$ cat src/rtl/parse_unit_if.sv
// Handshake bundle between Fetch, parse_unit and Decode.
// The slave modport is the parse unit's view; master is the Fetch/Decode side.
interface parse_unit_if;
    logic        flushBack_i;
    logic        enable_i;
    logic [59:0] data_i;
    logic [15:0] pc_i;
    logic        stall_o;
    logic        valid_o;
    logic        ready_i;
    logic [29:0] instr_o;
    logic        format_o;
    logic        branch_o;
    logic [6:0]  opcode_o;
    logic [4:0]  regA_o;
    logic [4:0]  regB_o;
    logic [15:0] imm_o;
    logic [15:0] pc_o;
    logic        slot_o;
    logic        overflow_o;

    modport slave (
        input  flushBack_i, enable_i, data_i, pc_i, ready_i,
        output stall_o, valid_o, instr_o, format_o, branch_o, opcode_o,
               regA_o, regB_o, imm_o, pc_o, slot_o, overflow_o
    );

    modport master (
        output flushBack_i, enable_i, data_i, pc_i, ready_i,
        input  stall_o, valid_o, instr_o, format_o, branch_o, opcode_o,
               regA_o, regB_o, imm_o, pc_o, slot_o, overflow_o
    );
endinterface

$ cat src/rtl/parse_unit.sv
// Parse stage: splits 60-bit fetch bundles, drops NOPs, queues instructions in an
// in-order FIFO and issues one per cycle to decode over valid/ready.
module parse_unit #(
    parameter int DEPTH = 8
) (
    input  logic         clock_i,
    input  logic         reset_i,
    parse_unit_if.slave  bus
);
    localparam int CW  = $clog2(DEPTH + 1);
    localparam int PW  = $clog2(DEPTH);
    localparam int PW1 = PW + 1;

    typedef struct packed {
        logic [29:0] instr;
        logic [15:0] pc;
        logic        slot;
    } entry_t;

    entry_t        mem [DEPTH];
    logic [PW-1:0] wr_ptr;
    logic [PW-1:0] rd_ptr;
    logic [CW-1:0] count;
    entry_t        entry_p1;
    logic          vld_p1;
    logic          ovf;

    logic [29:0]   first_p0;
    logic [29:0]   second_p0;
    logic          room_p0;
    logic          capture_p0;
    logic          push_a_p0;
    logic          push_b_p0;
    logic [1:0]    n_push_p0;
    logic [PW-1:0] wr_b_p0;
    logic          pop_p0;

    // Modulo-DEPTH pointer advance; DEPTH need not be a power of two.
    function automatic logic [PW-1:0] ptr_add(input logic [PW-1:0] p, input logic [1:0] n);
        logic [PW1-1:0] s;
        s = {1'b0, p} + PW1'(n);
        if (s >= PW1'(DEPTH))
            s = s - PW1'(DEPTH);
        return s[PW-1:0];
    endfunction

    assign first_p0   = bus.data_i[59:30];
    assign second_p0  = bus.data_i[29:0];
    assign room_p0    = count <= CW'(DEPTH - 2);
    assign capture_p0 = bus.enable_i && !bus.flushBack_i && room_p0;
    assign push_a_p0  = capture_p0 && (first_p0[27:21] != 7'd0);
    assign push_b_p0  = capture_p0 && (second_p0[27:21] != 7'd0);
    assign n_push_p0  = {1'b0, push_a_p0} + {1'b0, push_b_p0};
    assign wr_b_p0    = push_a_p0 ? ptr_add(wr_ptr, 2'd1) : wr_ptr;
    // Pop decision uses the pre-edge count, so a bundle captured this edge issues next edge.
    assign pop_p0     = !bus.flushBack_i && (!vld_p1 || bus.ready_i) && (count != '0);

    always_ff @(posedge clock_i) begin
        if (push_a_p0)
            mem[wr_ptr] <= '{instr: first_p0, pc: bus.pc_i, slot: 1'b0};
        if (push_b_p0)
            mem[wr_b_p0] <= '{instr: second_p0, pc: bus.pc_i, slot: 1'b1};
    end

    // ---- p0 -> p1: FIFO bookkeeping and output register ----
    always_ff @(posedge clock_i or negedge reset_i) begin
        if (!reset_i) begin
            wr_ptr   <= '0;
            rd_ptr   <= '0;
            count    <= '0;
            vld_p1   <= 1'b0;
            entry_p1 <= '0;
            ovf      <= 1'b0;
        end else if (bus.flushBack_i) begin
            wr_ptr <= '0;
            rd_ptr <= '0;
            count  <= '0;
            vld_p1 <= 1'b0;
        end else begin
            wr_ptr <= ptr_add(wr_ptr, n_push_p0);
            if (pop_p0) begin
                rd_ptr   <= ptr_add(rd_ptr, 2'd1);
                entry_p1 <= mem[rd_ptr];
                vld_p1   <= 1'b1;
            end else if (vld_p1 && bus.ready_i) begin
                vld_p1 <= 1'b0;
            end
            count <= count + CW'(n_push_p0) - CW'(pop_p0);
            if (bus.enable_i && !room_p0)
                ovf <= 1'b1;
        end
    end

    // Stall leaves room for the one bundle Fetch already has in flight.
    assign bus.stall_o    = count > CW'(DEPTH - 4);
    assign bus.valid_o    = vld_p1;
    assign bus.instr_o    = entry_p1.instr;
    assign bus.format_o   = entry_p1.instr[29];
    assign bus.branch_o   = entry_p1.instr[28];
    assign bus.opcode_o   = entry_p1.instr[27:21];
    assign bus.regA_o     = entry_p1.instr[20:16];
    assign bus.regB_o     = entry_p1.instr[15:11];
    assign bus.imm_o      = entry_p1.instr[15:0];
    assign bus.pc_o       = entry_p1.pc;
    assign bus.slot_o     = entry_p1.slot;
    assign bus.overflow_o = ovf;
endmodule
$ cat src/flat_wrapper.sv
// flat-port wrapper written by rule: the top's interface ports become plain ports
module parse_unit_flat 
#(
    parameter int DEPTH = 8
)
  (clock_i, reset_i, bus_flushBack_i, bus_enable_i, bus_data_i, bus_pc_i, bus_ready_i, bus_stall_o, bus_valid_o, bus_instr_o, bus_format_o, bus_branch_o, bus_opcode_o, bus_regA_o, bus_regB_o, bus_imm_o, bus_pc_o, bus_slot_o, bus_overflow_o);
  parse_unit_if bus_i ();
  input  logic clock_i;
  input  logic reset_i;
  input wire logic [$bits(bus_i.flushBack_i)-1:0] bus_flushBack_i;
  input wire logic [$bits(bus_i.enable_i)-1:0] bus_enable_i;
  input wire logic [$bits(bus_i.data_i)-1:0] bus_data_i;
  input wire logic [$bits(bus_i.pc_i)-1:0] bus_pc_i;
  input wire logic [$bits(bus_i.ready_i)-1:0] bus_ready_i;
  output wire logic [$bits(bus_i.stall_o)-1:0] bus_stall_o;
  output wire logic [$bits(bus_i.valid_o)-1:0] bus_valid_o;
  output wire logic [$bits(bus_i.instr_o)-1:0] bus_instr_o;
  output wire logic [$bits(bus_i.format_o)-1:0] bus_format_o;
  output wire logic [$bits(bus_i.branch_o)-1:0] bus_branch_o;
  output wire logic [$bits(bus_i.opcode_o)-1:0] bus_opcode_o;
  output wire logic [$bits(bus_i.regA_o)-1:0] bus_regA_o;
  output wire logic [$bits(bus_i.regB_o)-1:0] bus_regB_o;
  output wire logic [$bits(bus_i.imm_o)-1:0] bus_imm_o;
  output wire logic [$bits(bus_i.pc_o)-1:0] bus_pc_o;
  output wire logic [$bits(bus_i.slot_o)-1:0] bus_slot_o;
  output wire logic [$bits(bus_i.overflow_o)-1:0] bus_overflow_o;
  assign bus_i.flushBack_i = bus_flushBack_i;
  assign bus_i.enable_i = bus_enable_i;
  assign bus_i.data_i = bus_data_i;
  assign bus_i.pc_i = bus_pc_i;
  assign bus_i.ready_i = bus_ready_i;
  assign bus_stall_o = bus_i.stall_o;
  assign bus_valid_o = bus_i.valid_o;
  assign bus_instr_o = bus_i.instr_o;
  assign bus_format_o = bus_i.format_o;
  assign bus_branch_o = bus_i.branch_o;
  assign bus_opcode_o = bus_i.opcode_o;
  assign bus_regA_o = bus_i.regA_o;
  assign bus_regB_o = bus_i.regB_o;
  assign bus_imm_o = bus_i.imm_o;
  assign bus_pc_o = bus_i.pc_o;
  assign bus_slot_o = bus_i.slot_o;
  assign bus_overflow_o = bus_i.overflow_o;
  parse_unit #(.DEPTH(DEPTH)) u_core (.clock_i(clock_i), .reset_i(reset_i), .bus(bus_i));
endmodule
$ cat config.mk
export PLATFORM = sky130hd
export DESIGN_NAME = parse_unit_flat
export DESIGN_NICKNAME = d
export VERILOG_FILES = /design/src/rtl/parse_unit_if.sv /design/src/rtl/parse_unit.sv /design/src/flat_wrapper.sv
export SDC_FILE = /design/constraint.sdc
export NUM_CORES = 1
export LEC_CHECK = 0
export ABC_CLOCK_PERIOD_IN_PS = 3800
export BUFFER_PORTS_ARGS = -buffer_cell sky130_fd_sc_hd__buf_2
export CORE_UTILIZATION = 30
export CTS_CLUSTER_SIZE = 30
export DETAILED_ROUTE_END_ITERATION = 12
export SYNTH_ARGS = -nofsm -noshare
export SYNTH_HDL_FRONTEND = slang
export SYNTH_SLANG_ARGS = --single-unit
$ cat constraint.sdc
create_clock -name clock_i -period 3.8 [get_ports clock_i]
set_input_delay 0.38 -clock clock_i [delete_from_list [all_inputs] [get_ports clock_i]]
set_output_delay 0.38 -clock clock_i [all_outputs]
set_load 0.005 [all_outputs]
Yosys cells after proc, flatten, opt, wreduce, memory -nomap -nowiden
Memories as Yosys holds them, arrays and structs flattened. A register that Yosys moved wholly into a read port is not among the register bits.
Cells that the tools add are included.
Storage, ports and cells
  bits of input ports: 81
  output and inout bits: 85
  memories kept: 1
  RAM bits: 376
  bits in registers: 12
  word-level logic and storage cells: 56
Memories
  u_core.mem: words 8, bits a word 47, read ports 1, clocked after memory_dff 1, wr ports 2, RTL line parse_unit.sv:20  | entry_t mem [DEPTH];
Operators by class
  multiplexer cells: 15
  reductions and logical operators: 20
  bitwise operators: 1
  $lt $le $gt $ge: 5
  add/subtract/negate cells: 9
Operator list (count)
  $mux 3: 7
  $reduce_bool 7->1: 2
  $ge 4x4->1 const B: 3
  $sub 3x1->3 const B: 3
  $add 3x1->4 const B: 2
  $logic_and 1x1->1: 8
  $mux 1: 7
  $add 3x2->4: 1
  $add 4x2->4: 1
  $gt 4x3->1 const B: 1
  $le 4x3->1 const B: 1
  $logic_not 1->1: 4
  $mux 4: 1
  $reduce_and 2->1: 2
  $reduce_bool 4->1: 1
  $sub 4x1->4: 1
  $reduce_bool 3->1: 1
  $add 1x1->2: 1
  $reduce_bool 2->1: 1
  $logic_or 1x1->1: 1
  $not 1->1: 1

Logic depth before layout (Yosys ltp)
Gate-level depths: netlist of the first run.
  depth in word-level cells: 9
  depth in mapped cells: 17
  depth with buffers taken out: 15

Least setup slack after synthesis of the first run
OpenSTA, ideal clock, no wires.
  path kind: input -> register
  from: input port bus_data_i[55]
  to: memory u_core.mem[2][10] (netlist bit) (enable)
  stages on the path: 8
  library setup time: 0.400 ns
  data required time: 3.400 ns
  path slack: 0.250 ns
  buffers on the path: 3
  arrival time: 3.149 ns
  cells stage by stage: buf_4 > or4_4 > buf_6 > or4_4 > a211oi_2 > a31oi_2 > buf_6 > inv_1
RTL lines
  start, declared: RTL line flat_wrapper.sv:12  | input wire logic [$bits(bus_i.data_i)-1:0] bus_data_i;
  end, declared: RTL line parse_unit.sv:20

==> flow_summary.toml, run 1 <==
[finish]
areaGrowthSynthToFinish_pct = 16.1
nNetsFinal = 1819
stdcell_count = 2698
drive_gt1_share_pct = 26.4

[sta]
rsz0062_at_grt = "no"
fmax_ghz = 0.331
setup_viol = 0
finalHoldViolations = 0
maxSlewViolCount = 0
tightest_slew_ns = 0.918
fin_crit_sh_pct = 79.6
min_period_ns = 3.02
slew_headroom_pct = 38.8
finClkSkew_ns = 0.0208
finalSetupTns_ns = 0

[outcome]
status = "finished clean"

[yosys]
syn_avg_cell_area_um2 = 12.8
synth-main-ff-cell = "edfxtp_1"
synth_common_cells = "edfxtp_1 (368), nand2_1 (281), o21ai_0 (184)"
yosysMostFrequentCell = "edfxtp_1"
ys_async_sr_fraction_pct = 13.6
yosysWarnings = 0
yosys.area.top_type = "edfxtp_1"
synth.top_cell.area_share_pct = 53.1
yosysSeqAreaShare_pct = 61.0
syn_inst = 1628
synth.distinct_cells = 56
syn_nets = 1722
synth_edf_count = 368
synth-seq-cells = 435
synth.cell_area_um2 = 20800
ys_top_cells_by_area = "edfxtp_1 (53%), mux4_2 (10%), dfrtp_1 (7.1%)"

[floorplan]
core_area_um2 = 68600
chipWidth_um = 265
ios = 166
std_cell_rows = 96
die_area_um2 = 70400
die_h_um = 265
start_util_pct = 30.3

[setup_path]
cpPeakStageDelay_ns = 0.50
path_depth = 9
critical_path_buf_inv_count = 4
worstSetupPathType = "register to register"
path_max_fanout = 34
reg2reg_depth = 9
cp.arrival_ns = 3.28
cpLargestDelayFamily = "buffers and inverters"
required_ns = 4.06
slowest_stage = "a311o_1"
cp-end-kind = "register"
cp_cell_sequence = "inv_1 > ha_1 > a21boi_1 > a311o_1 > buf_4 > nor4_4 > a31oi_4 > inv_2 > buf_12"
crit_path_start_kind = "register"

[drt]
dr_total_vias = 13529
vias_per_cell = 5.01
routedWlPerCell_um = 22.1
drt_iter0_drc = 1079
antenna_left = 0
drc_errors = 0
dr.pass1.iters = 5
wl_um = 59600

[place]
portBuffers = 165
post-dp-hpwl_um = 35700
gp_congestion = 0.834
place_inst = 2606

[power]
leakage_nw = 7.70
irDropWorstVdd_v = 0.000338
p_per_area_nw_per_um2 = 631

[clock_network]
cts-root-buf = "clkbuf_16"
cts_sinks = 435
clock_latency_ns = 0.60
cts_made_buffers = 47
clock_path_buffers = 3
cts_tree = "yes"
cts_htree_levels = 2
cts_resized = 0
path_clk_slew_ns = 0.06

[min_path]
holdPathStages = 2
hp-class = "primary input to register"

[global_route]
grt_antenna_before_repair = 12
grt_pass1_vias = 13798
track_usage_pct = 16.9
grt_pass1_wl_um = 88300
grt_max_degree = 95
grt.overflow.total = 0

[run]
maxCapViolCount = 0
## layout by cell type (no fill, tap or decap), types with 11 or more instances in the layout
cell	n
a21oi_1	49
and2b_1	14
buf_12	11
buf_2	164
buf_4	45
clkbuf_16	48
dfrtp_1	56
edfxtp_1	368
ha_1	11
inv_1	19
mux2i_1	48
mux4_2	94
nand2_1	281
nor2_1	58
nor2b_1	101
nor2b_2	18
o21ai_0	184
o21ai_1	39
o21ai_2	22
## cells by family (layout without fill, tap and decap cells)
group | Yosys count | count (layout) | share of synthesized area [%]
AO/OA/AOI/OAI | 329 | 329 | 9.05
multiplexers | 142 | 142 | 12.5
adder cells (fa/ha/maj) | 13 | 13 | 0.854
AND/OR/NAND/NOR | 503 | 503 | 11.7
other | 0 | 4 | 0
XOR/XNOR | 5 | 5 | 0.211
flip-flops | 435 | 435 | 61.0
buffers and inverters | 201 | 336 | 4.75
## where the power goes
group / switching, mW / internal [mW] / leakage, nW
combinational: 2.38 / 1.83 / 2.96
sequential: 0.431 / 5.86 / 3.97
clock: 1.99 / 2.75 / 0.777
## timing repair
| action | 4_1_cts | 5_1_grt |
|---|---|---|
| setup buffers | 0 | 0 |
| endpoints found under the hold margin | 59 | 0 |
| hold buffers | 1 | 0 |
## through the flow
step / power [mW] / hold WS, ns / utilization [%] / cell area, um2 / setup WS [ns]
floorplan: 9.11 / 0.0844 / - / 20800 / 0.250
global placement: 10.6 / 0.433 / 32.9 / 22500 / 0.587
detailed placement: 10.7 / 0.441 / 32.9 / 22500 / 0.608
CTS: 15.4 / 0.112 / 35.2 / 24100 / 0.765
global route: 16.0 / 0.141 / 35.2 / 24100 / 0.531
finish: 15.2 / 0.139 / 35.2 / 24100 / 0.775
## area by class of cell
type	count	area (um2)
Sequential cell	435	12700
Inverter	28	105
Tap cell	931	1160
Clock buffer	60	1290
Clock inverter	27	304
Multi-Input combinational cell	992	7190
Timing Repair Buffer	221	1390
Antenna cell	4	10.0
Fill cell	6618	44400
## path summary, 6_finish.rpt
path	startpoint	end	slack, ns
worst max-delay path	u_core.count[3]$_DFF_PN0_	u_core.mem[6][30]$_DFFE_PP_	0.78
worst min-delay path	bus_flushBack_i	u_core.rd_ptr[0]$_DFFE_PN0P_	0.14
worst max register to register	u_core.count[3]$_DFF_PN0_	u_core.mem[6][30]$_DFFE_PP_	0.78
worst min register to register	u_core.mem[4][0]$_SDFFE_PP1P_	u_core.mem[4][0]$_SDFFE_PP1P_	0.45
max in group asynchronous	reset_i	u_core.rd_ptr[1]$_DFFE_PN0P_	2.64
min in group asynchronous	reset_i	u_core.bus.pc_o[9]$_DFFE_PN0P_	0.46
## registers in the layout, summed over array words and instances (netlist names)
| register | flops |
|---|---|
| u_core.wr_ptr | 3 |
| u_core.bus.valid_o | 1 |
| u_core.mem | 376 |
| u_core.bus.instr_o | 30 |
| u_core.rd_ptr | 3 |
| u_core.bus.slot_o | 1 |
| u_core.count | 4 |
| u_core.bus.overflow_o | 1 |
| u_core.bus.pc_o | 16 |
## per-layer routing
layer | part of all wire [%] | vias to the layer above | wire (um) | global-route usage [%]
li1 | - | 6093 | - | -
met1 | 40 | 6773 | 24100 | 20.9
met2 | 50 | 502 | 29700 | 28.8
met3 | 6.4 | 147 | 3820 | 3.20
met4 | 3.4 | 14 | 2000 | 6.92
met5 | 0.12 | - | 69 | 0
No activity file was read; power rests on OpenSTA's default activity.
==> inputs of run 2 (changes only) <==
--- a/config.mk
+++ b/config.mk
@@ -5,7 +5,8 @@
 export SDC_FILE = /design/constraint.sdc
 export NUM_CORES = 1
 export LEC_CHECK = 0
-export ABC_CLOCK_PERIOD_IN_PS = 3800
+export ABC_AREA = 1
+export ABC_CLOCK_PERIOD_IN_PS = 3100
 export BUFFER_PORTS_ARGS = -buffer_cell sky130_fd_sc_hd__buf_2
 export CORE_UTILIZATION = 30
 export CTS_CLUSTER_SIZE = 30
==> constraint.sdc (replaced) <==
create_clock -name clock_i -period 3.1 [get_ports clock_i]
set_input_delay 0.31 -clock clock_i [delete_from_list [all_inputs] [get_ports clock_i]]
set_output_delay 0.31 -clock clock_i [all_outputs]
set_load 0.005 [all_outputs]
==> run 2 against run 1 <==
Net effect:
- count of clock-buffer cells in the layout rose by 11
- die area rose by 7.6%
- global-route usage rose by 2.6 points
- first-iteration DRC count rose by 81%
- clock skew fell by 0.0014 ns
- critical endpoint is now u_core.mem[3][18]$_DFFE_PP_
- combinational power rose by 39%
- total power rose by 24%
- core utilization fell by 0.69 points
- area after synthesis rose by 7.7%
- critical path depth rose by 3
==> flow_summary.toml, run 2 <==
[run]
maxCapViolCount = 0

[drt]
dr.pass1.iters = 6
dr_total_vias = 18587
wl_um = 74400
routedWlPerCell_um = 21.2
drc_errors = 0
drt_iter0_drc = 1954
antenna_left = 0
vias_per_cell = 5.29

[finish]
final_core_util_pct = 34.5
final_common_cell = "nand2_1"
areaGrowthSynthToFinish_pct = 13.2
drive_gt1_share_pct = 14.2
top_register = "u_core.mem"
largest_register_ffs = 376
nNetsFinal = 2610
layout_common_cells = "nand2_1 (720), edfxtp_1 (368), nand3_1 (311)"

[setup_path]
critical_path_buf_inv_count = 2
cp.arrival_ns = 3.02
cp-end-kind = "register"
crit_path_start_kind = "register"
path_max_fanout = 47
reg2reg_depth = 12
cp_cell_sequence = "inv_1 > ha_1 > nand2_1 > nand2_1 > nand2_2 > nor2_8 > nand3_2 > nand2_1 > nor2_4 > nand2_2 > buf_4 > o21ai_0"
cpPeakStageDelay_ns = 0.56
cpLargestDelayFamily = "simple AND/OR/NAND/NOR gates"
crit_top_cell = "nand2_1"
worstSetupPathType = "register to register"
path_depth = 12
required_ns = 3.40
slowest_stage = "buf_4"

[yosys]
syn_inst = 2507
synth_edf_count = 368
ys_async_sr_fraction_pct = 13.6
ys_top_cells_by_area = "edfxtp_1 (49%), nand2_1 (12%), nand3_1 (7.0%)"
yosysMostFrequentCell = "nand2_1"
synth-seq-cells = 435
syn_nets = 2601
synth.top_cell.area_share_pct = 49.3
synth_common_cells = "nand2_1 (724), edfxtp_1 (368), nand3_1 (312)"
synth.cell_area_um2 = 22400
yosys.area.top_type = "edfxtp_1"
yosysSeqAreaShare_pct = 56.6
synth.distinct_cells = 39
yosysWarnings = 0
syn_avg_cell_area_um2 = 8.93
synth-main-ff-cell = "edfxtp_1"

[power]
irDropWorstVdd_v = 0.000368
p_per_area_nw_per_um2 = 745
leakage_nw = 10.7
p_total_mw = 18.9

[sta]
fin_crit_sh_pct = 87.8
setup_viol = 0
fmax_ghz = 0.367
finClkSkew_ns = 0.0194
rsz0062_at_grt = "no"
slew_headroom_pct = 32.9
maxSlewViolCount = 0
min_period_ns = 2.72
tightest_slew_ns = 1.01
finalHoldViolations = 0

[clock_network]
clock_latency_ns = 0.59
cts_tree = "yes"
cts_htree_levels = 2
cts-root-buf = "clkbuf_16"
cts_made_buffers = 45
path_clk_slew_ns = 0.06
cts_sinks = 435
cts_hold_buf = 2
cts_setup_buffers = 0
cts_resized = 0
clock_path_buffers = 3

[place]
gp_congestion = 0.767
portBuffers = 165
post-dp-hpwl_um = 40800

[min_path]
holdPathStages = 2
hp-class = "primary input to register"

[global_route]
grt.overflow.total = 0
grt_max_degree = 124
grt_pass1_wl_um = 112000
grt_pass1_vias = 17861
grt_antenna_before_repair = 13
track_usage_pct = 19.5

[floorplan]
ios = 166
core_area_um2 = 73500
chipWidth_um = 275
die_area_um2 = 75800
die_h_um = 275
start_util_pct = 30.5
std_cell_rows = 99

[outcome]
status = "finished clean"
run 2: changes by cell type after synthesis, moves of 24 or more:
cell      before  now
nand3_1        4  312
a21oi_1       49   25
mux4_2        94    0
nor2b_1      102    0
nor2_1        58  210
o21ai_0      184  264
buf_2         20   57
o221ai_1       0   63
nand2_1      281  724
inv_1         27   75
mux2i_1       48    0
clkbuf_1      82  120
run 2: cell type report:
| cell class | instances | area, um2 |
|---|---|---|
| fill | 7429 | 48100 |
| sequential | 435 | 12700 |
| multi-input combinational | 1720 | 8140 |
| timing repair buffer | 231 | 1540 |
| clock buffer | 71 | 1350 |
| tap | 959 | 1200 |
| inverter | 83 | 318 |
| clock inverter | 11 | 106 |
| antenna | 3 | 7.51 |
run 2: final timing paths:
check                                                          end                          start  slack, ns
worst max register to register         u_core.mem[3][18]$_DFFE_PP_      u_core.count[3]$_DFF_PN0_       0.38
max in group asynchronous             u_core.rd_ptr[1]$_DFFE_PN0P_                        reset_i       1.88
min in group asynchronous       u_core.bus.instr_o[14]$_DFFE_PN0P_                        reset_i       0.43
worst min-delay path             u_core.bus.overflow_o$_DFFE_PN0P_                   bus_enable_i       0.04
worst min register to register       u_core.mem[2][0]$_SDFFE_PP1P_  u_core.mem[2][0]$_SDFFE_PP1P_       0.46
worst max-delay path                   u_core.mem[3][18]$_DFFE_PP_      u_core.count[3]$_DFF_PN0_       0.38
run 2: cell families (layout without fill, tap and decap cells):
family | count (synthesis) | after routing | share of synthesized area (%)
and+or+nand+nor | 1270 | 1270 | 23.7
AOI/OAI and AO/OA | 435 | 435 | 11.3
DFF | 435 | 435 | 56.6
buffers and inverters | 352 | 396 | 7.54
adders and majority gates | 13 | 13 | 0.793
xor gates and xnor gates | 2 | 2 | 0.0782
other | 0 | 3 | 0
run 2: per-layer routing:
layer	up-vias	share of wire [%]	GRT usage (%)
li1	8554	-	-
met3	149	8.0	3.72
met5	-	0.11	0
met2	783	48	32.4
met1	9085	42	25.4
met4	16	2.5	6.41
run 2: where the power goes:
| group | total [mW] | internal [mW] | switching, mW | leakage, nW |
|---|---|---|---|---|
| logic | 5.84 | 1.82 | 4.02 | 5.35 |
| clock network | 5.48 | 3.14 | 2.33 | 0.715 |
| registers | 7.58 | 7.09 | 0.487 | 4.67 |
run 2: through the flow:
stage | instance area (um2) | cells | hold slack (ns) | TNS, ns | worst slack [ns]
after floorplan | 22400 | 2507 | 0.0144 | -92.01 | -0.667
after global placement | 23900 | 3426 | 0.434 | 0 | 0.411
after detailed placement | 23900 | 3426 | 0.436 | 0 | 0.431
after CTS | 25300 | 3510 | 0.00743 | 0 | 0.396
after global routing | 25400 | 3512 | 0.0342 | 0 | 0.191
final | 25400 | 3513 | 0.0373 | 0 | 0.378
==> inputs of run 3 (changes only) <==
--- a/config.mk
+++ b/config.mk
@@ -6,7 +6,6 @@
 export NUM_CORES = 1
 export LEC_CHECK = 0
 export ABC_AREA = 1
-export ABC_CLOCK_PERIOD_IN_PS = 3100
 export BUFFER_PORTS_ARGS = -buffer_cell sky130_fd_sc_hd__buf_2
 export CORE_UTILIZATION = 30
 export CTS_CLUSTER_SIZE = 30
==> constraint.sdc (replaced) <==
create_clock -name clock_i -period 2.4 [get_ports clock_i]
set_input_delay 0.24 -clock clock_i [delete_from_list [all_inputs] [get_ports clock_i]]
set_output_delay 0.24 -clock clock_i [all_outputs]
set_load 0.005 [all_outputs]
==> run 3 against run 2 <==
Net effect:
- the flow now finishes with violations (setup timing)
- critical path type unchanged
- register-to-register slack got worse by 0.39 ns
- clock skew rose by 0.018 ns
- hold slack got worse by 0.021 ns
- global-route usage barely moved
- non-clock buffer count rose by 117
- count of clock-buffer cells in the layout fell by 3
- routed wire length rose by 5.6%
==> flow_summary.toml, run 3 (synthesis gave the netlist of run 2 again) <==
[sta]
min_period_ns = 2.41
maxSlewViolCount = 0
rsz0062_at_grt = "yes"
finalHoldViolations = 0
setup_slack_ns = -0.0147
finClkSkew_ns = 0.0373
whs_ns = 0.0158
fin_crit_sh_pct = 101
slew_headroom_pct = 51.7
tightest_slew_ns = 0.725
fmax_ghz = 0.414
setup_viol = 7

[setup_path]
crit_top_cell = "nand2_2"
required_ns = 2.71
cpLargestDelayFamily = "simple AND/OR/NAND/NOR gates"
crit_path_start_kind = "register"
cp.arrival_ns = 2.73
cp-end-kind = "register"
critical_path_buf_inv_count = 5
crit_path_start = "u_core.count[3]$_DFF_PN0_"
cp_cell_sequence = "inv_2 > ha_4 > nand2_2 > nand2_2 > nand2_4 > nor2_8 > buf_4 > nand3_1 > nand2_2 > inv_2 > nor2_4 > nand2_2 > o21ai_4 > buf_12 > clkbuf_16"
worstSetupPathType = "register to register"
slowest_stage = "dfrtp_1"
cpPeakStageDelay_ns = 0.38
path_max_fanout = 7
r2r_start = "u_core.count[3]$_DFF_PN0_"

[global_route]
grt_pass1_wl_um = 113000
grt_antenna_before_repair = 3
grt.overflow.total = 0
grt_max_degree = 119
track_usage_pct = 19.5
grt_pass1_vias = 18232

[min_path]
hp-class = "primary input to register"
holdCritStartpoint = "bus_ready_i"

[drt]
wl_um = 78600
drc_errors = 0
vias_per_cell = 5.27
antenna_left = 0
dr.pass1.iters = 8
dr_total_vias = 19161
drt_iter0_drc = 1803
routedWlPerCell_um = 21.6

[finish]
nNetsFinal = 2732
seq_area_um2 = 12700
drive_gt1_share_pct = 19.1
multiInputGateArea_um2 = 8240
layout_common_cells = "nand2_1 (710), edfxtp_1 (368), nand3_1 (311)"
top_register = "u_core.mem"
n_fill_cell = 7190
largest_register_ffs = 376
diodes = 0
stdcell_count = 3639
areaGrowthSynthToFinish_pct = 23.2
final_common_cell = "nand2_1"

[place]
place_inst = 3481
post-dp-hpwl_um = 44100
gp_congestion = 0.817
portBuffers = 165

[floorplan]
std_cell_rows = 99
die_h_um = 275
start_util_pct = 30.5
core_area_um2 = 73500
die_area_um2 = 75800
chipWidth_um = 275
ios = 166

[clock_network]
cts_tree = "yes"
cts_htree_levels = 2
path_clk_slew_ns = 0.06
clock_latency_ns = 0.61
cts-root-buf = "clkbuf_16"
cts_sinks = 435
clock_path_buffers = 3
cts_made_buffers = 50

[power]
combPwrFrac_pct = 32.8
power.internal_mw = 17.0
leakage_nw = 11.7
p_seq_share_pct = 36.5
p_sw_share_pct = 35.5
switchingPower_mw = 9.37
p_per_area_nw_per_um2 = 955
irDropWorstVdd_v = 0.000610
pwr-share-clk_pct = 30.7

[run]
maxCapViolCount = 0

[outcome]
status = "complete, but fails checks"
violations = "setup timing"
==> run 3: cell count changes in the layout (fill, tap and decap cells not counted), sizes merged <==
cell / delta
clkinvlp: +4
clkbuf: +18
bufinv: +4
dlygate4sd3: +8
clkinv: +7
buf: +88
diode: -3
==> run 3: power groups by stage <==
stage | clock (mW) | combinational, mW | sequential [mW]
floorplan | 0 | 4.98 | 9.71
global placement | 0 | 8.02 | 9.75
detailed placement | 0 | 8.10 | 9.76
CTS | 8.18 | 8.18 | 9.62
global route | 8.46 | 9.54 | 9.71
finish | 8.09 | 8.65 | 9.61
==> run 3: cell type report <==
type	count	share of cell area, %
repair buffers	348	12.3
clock inverters	26	1.16
multi-input cells	1720	29.9
clock buffers	68	5.15
flip-flops and latches	435	46.0
inverters	83	1.16
well taps	959	4.35
==> run 3: per-layer routing <==
layer	vias up	GRT usage (%)	part of all wire [%]
met1	9282	26.0	41
met3	117	3.29	8.7
met5	-	0	0.052
met4	6	5.10	2.1
met2	930	32.7	48
li1	8826	-	-
==> run 3: repair_timing <==
| item | 4_1_cts | 5_1_grt |
|---|---|---|
| setup buffers | 7 | 23 |
| resized for setup | 3 | 49 |
| gates cloned | 0 | 28 |
| pin swaps | 2 | 18 |
| setup endpoints to repair | 126 | 646 |
| endpoints found under the hold margin | 61 | 0 |
| hold buffers | 10 | 0 |
==> run 3: final timing paths <==
path	endpoint	slack (ns)	cells past startpoint
worst max-delay path	u_core.mem[7][7]$_DFFE_PP_	-0.01	15
worst min-delay path	u_core.bus.valid_o$_DFFE_PN0P_	0.02	4
worst max register to register	u_core.mem[7][7]$_DFFE_PP_	-0.01	15
worst min register to register	u_core.mem[2][0]$_SDFFE_PP1P_	0.45	2
max in group asynchronous	u_core.bus.pc_o[4]$_DFFE_PN0P_	1.63	3
min in group asynchronous	u_core.rd_ptr[0]$_DFFE_PN0P_	0.18	2
==> run 3: per-stage QoR <==
stage                     power (mW)  worst slack, ns  cell area [um2]  TNS [ns]  utilization [%]
after floorplan                 14.7           -0.394            22500    -54.33                -
after global placement          17.8          -0.0484            24700    -0.129             33.6
after detailed placement        17.9          -0.0491            24700     -1.55             33.6
after CTS                       26.0          -0.0363            26600   -0.0363             36.2
after global routing            27.7           -0.115            27600     -6.33             37.6
final                           26.3          -0.0147            27600   -0.0843             37.6
==> run 3: worst reg2reg max path: cells and delay by family, from the launching register on <==
| family | cells | cell delay, ns |
|---|---|---|
| AO/OA/AOI/OAI | 1 | 0.10 |
| flip-flops | 1 | 0.38 |
| AND/OR/NAND/NOR | 8 | 0.84 |
| adder cells (fa/ha/maj) | 1 | 0.13 |
| buffers and inverters | 5 | 0.71 |
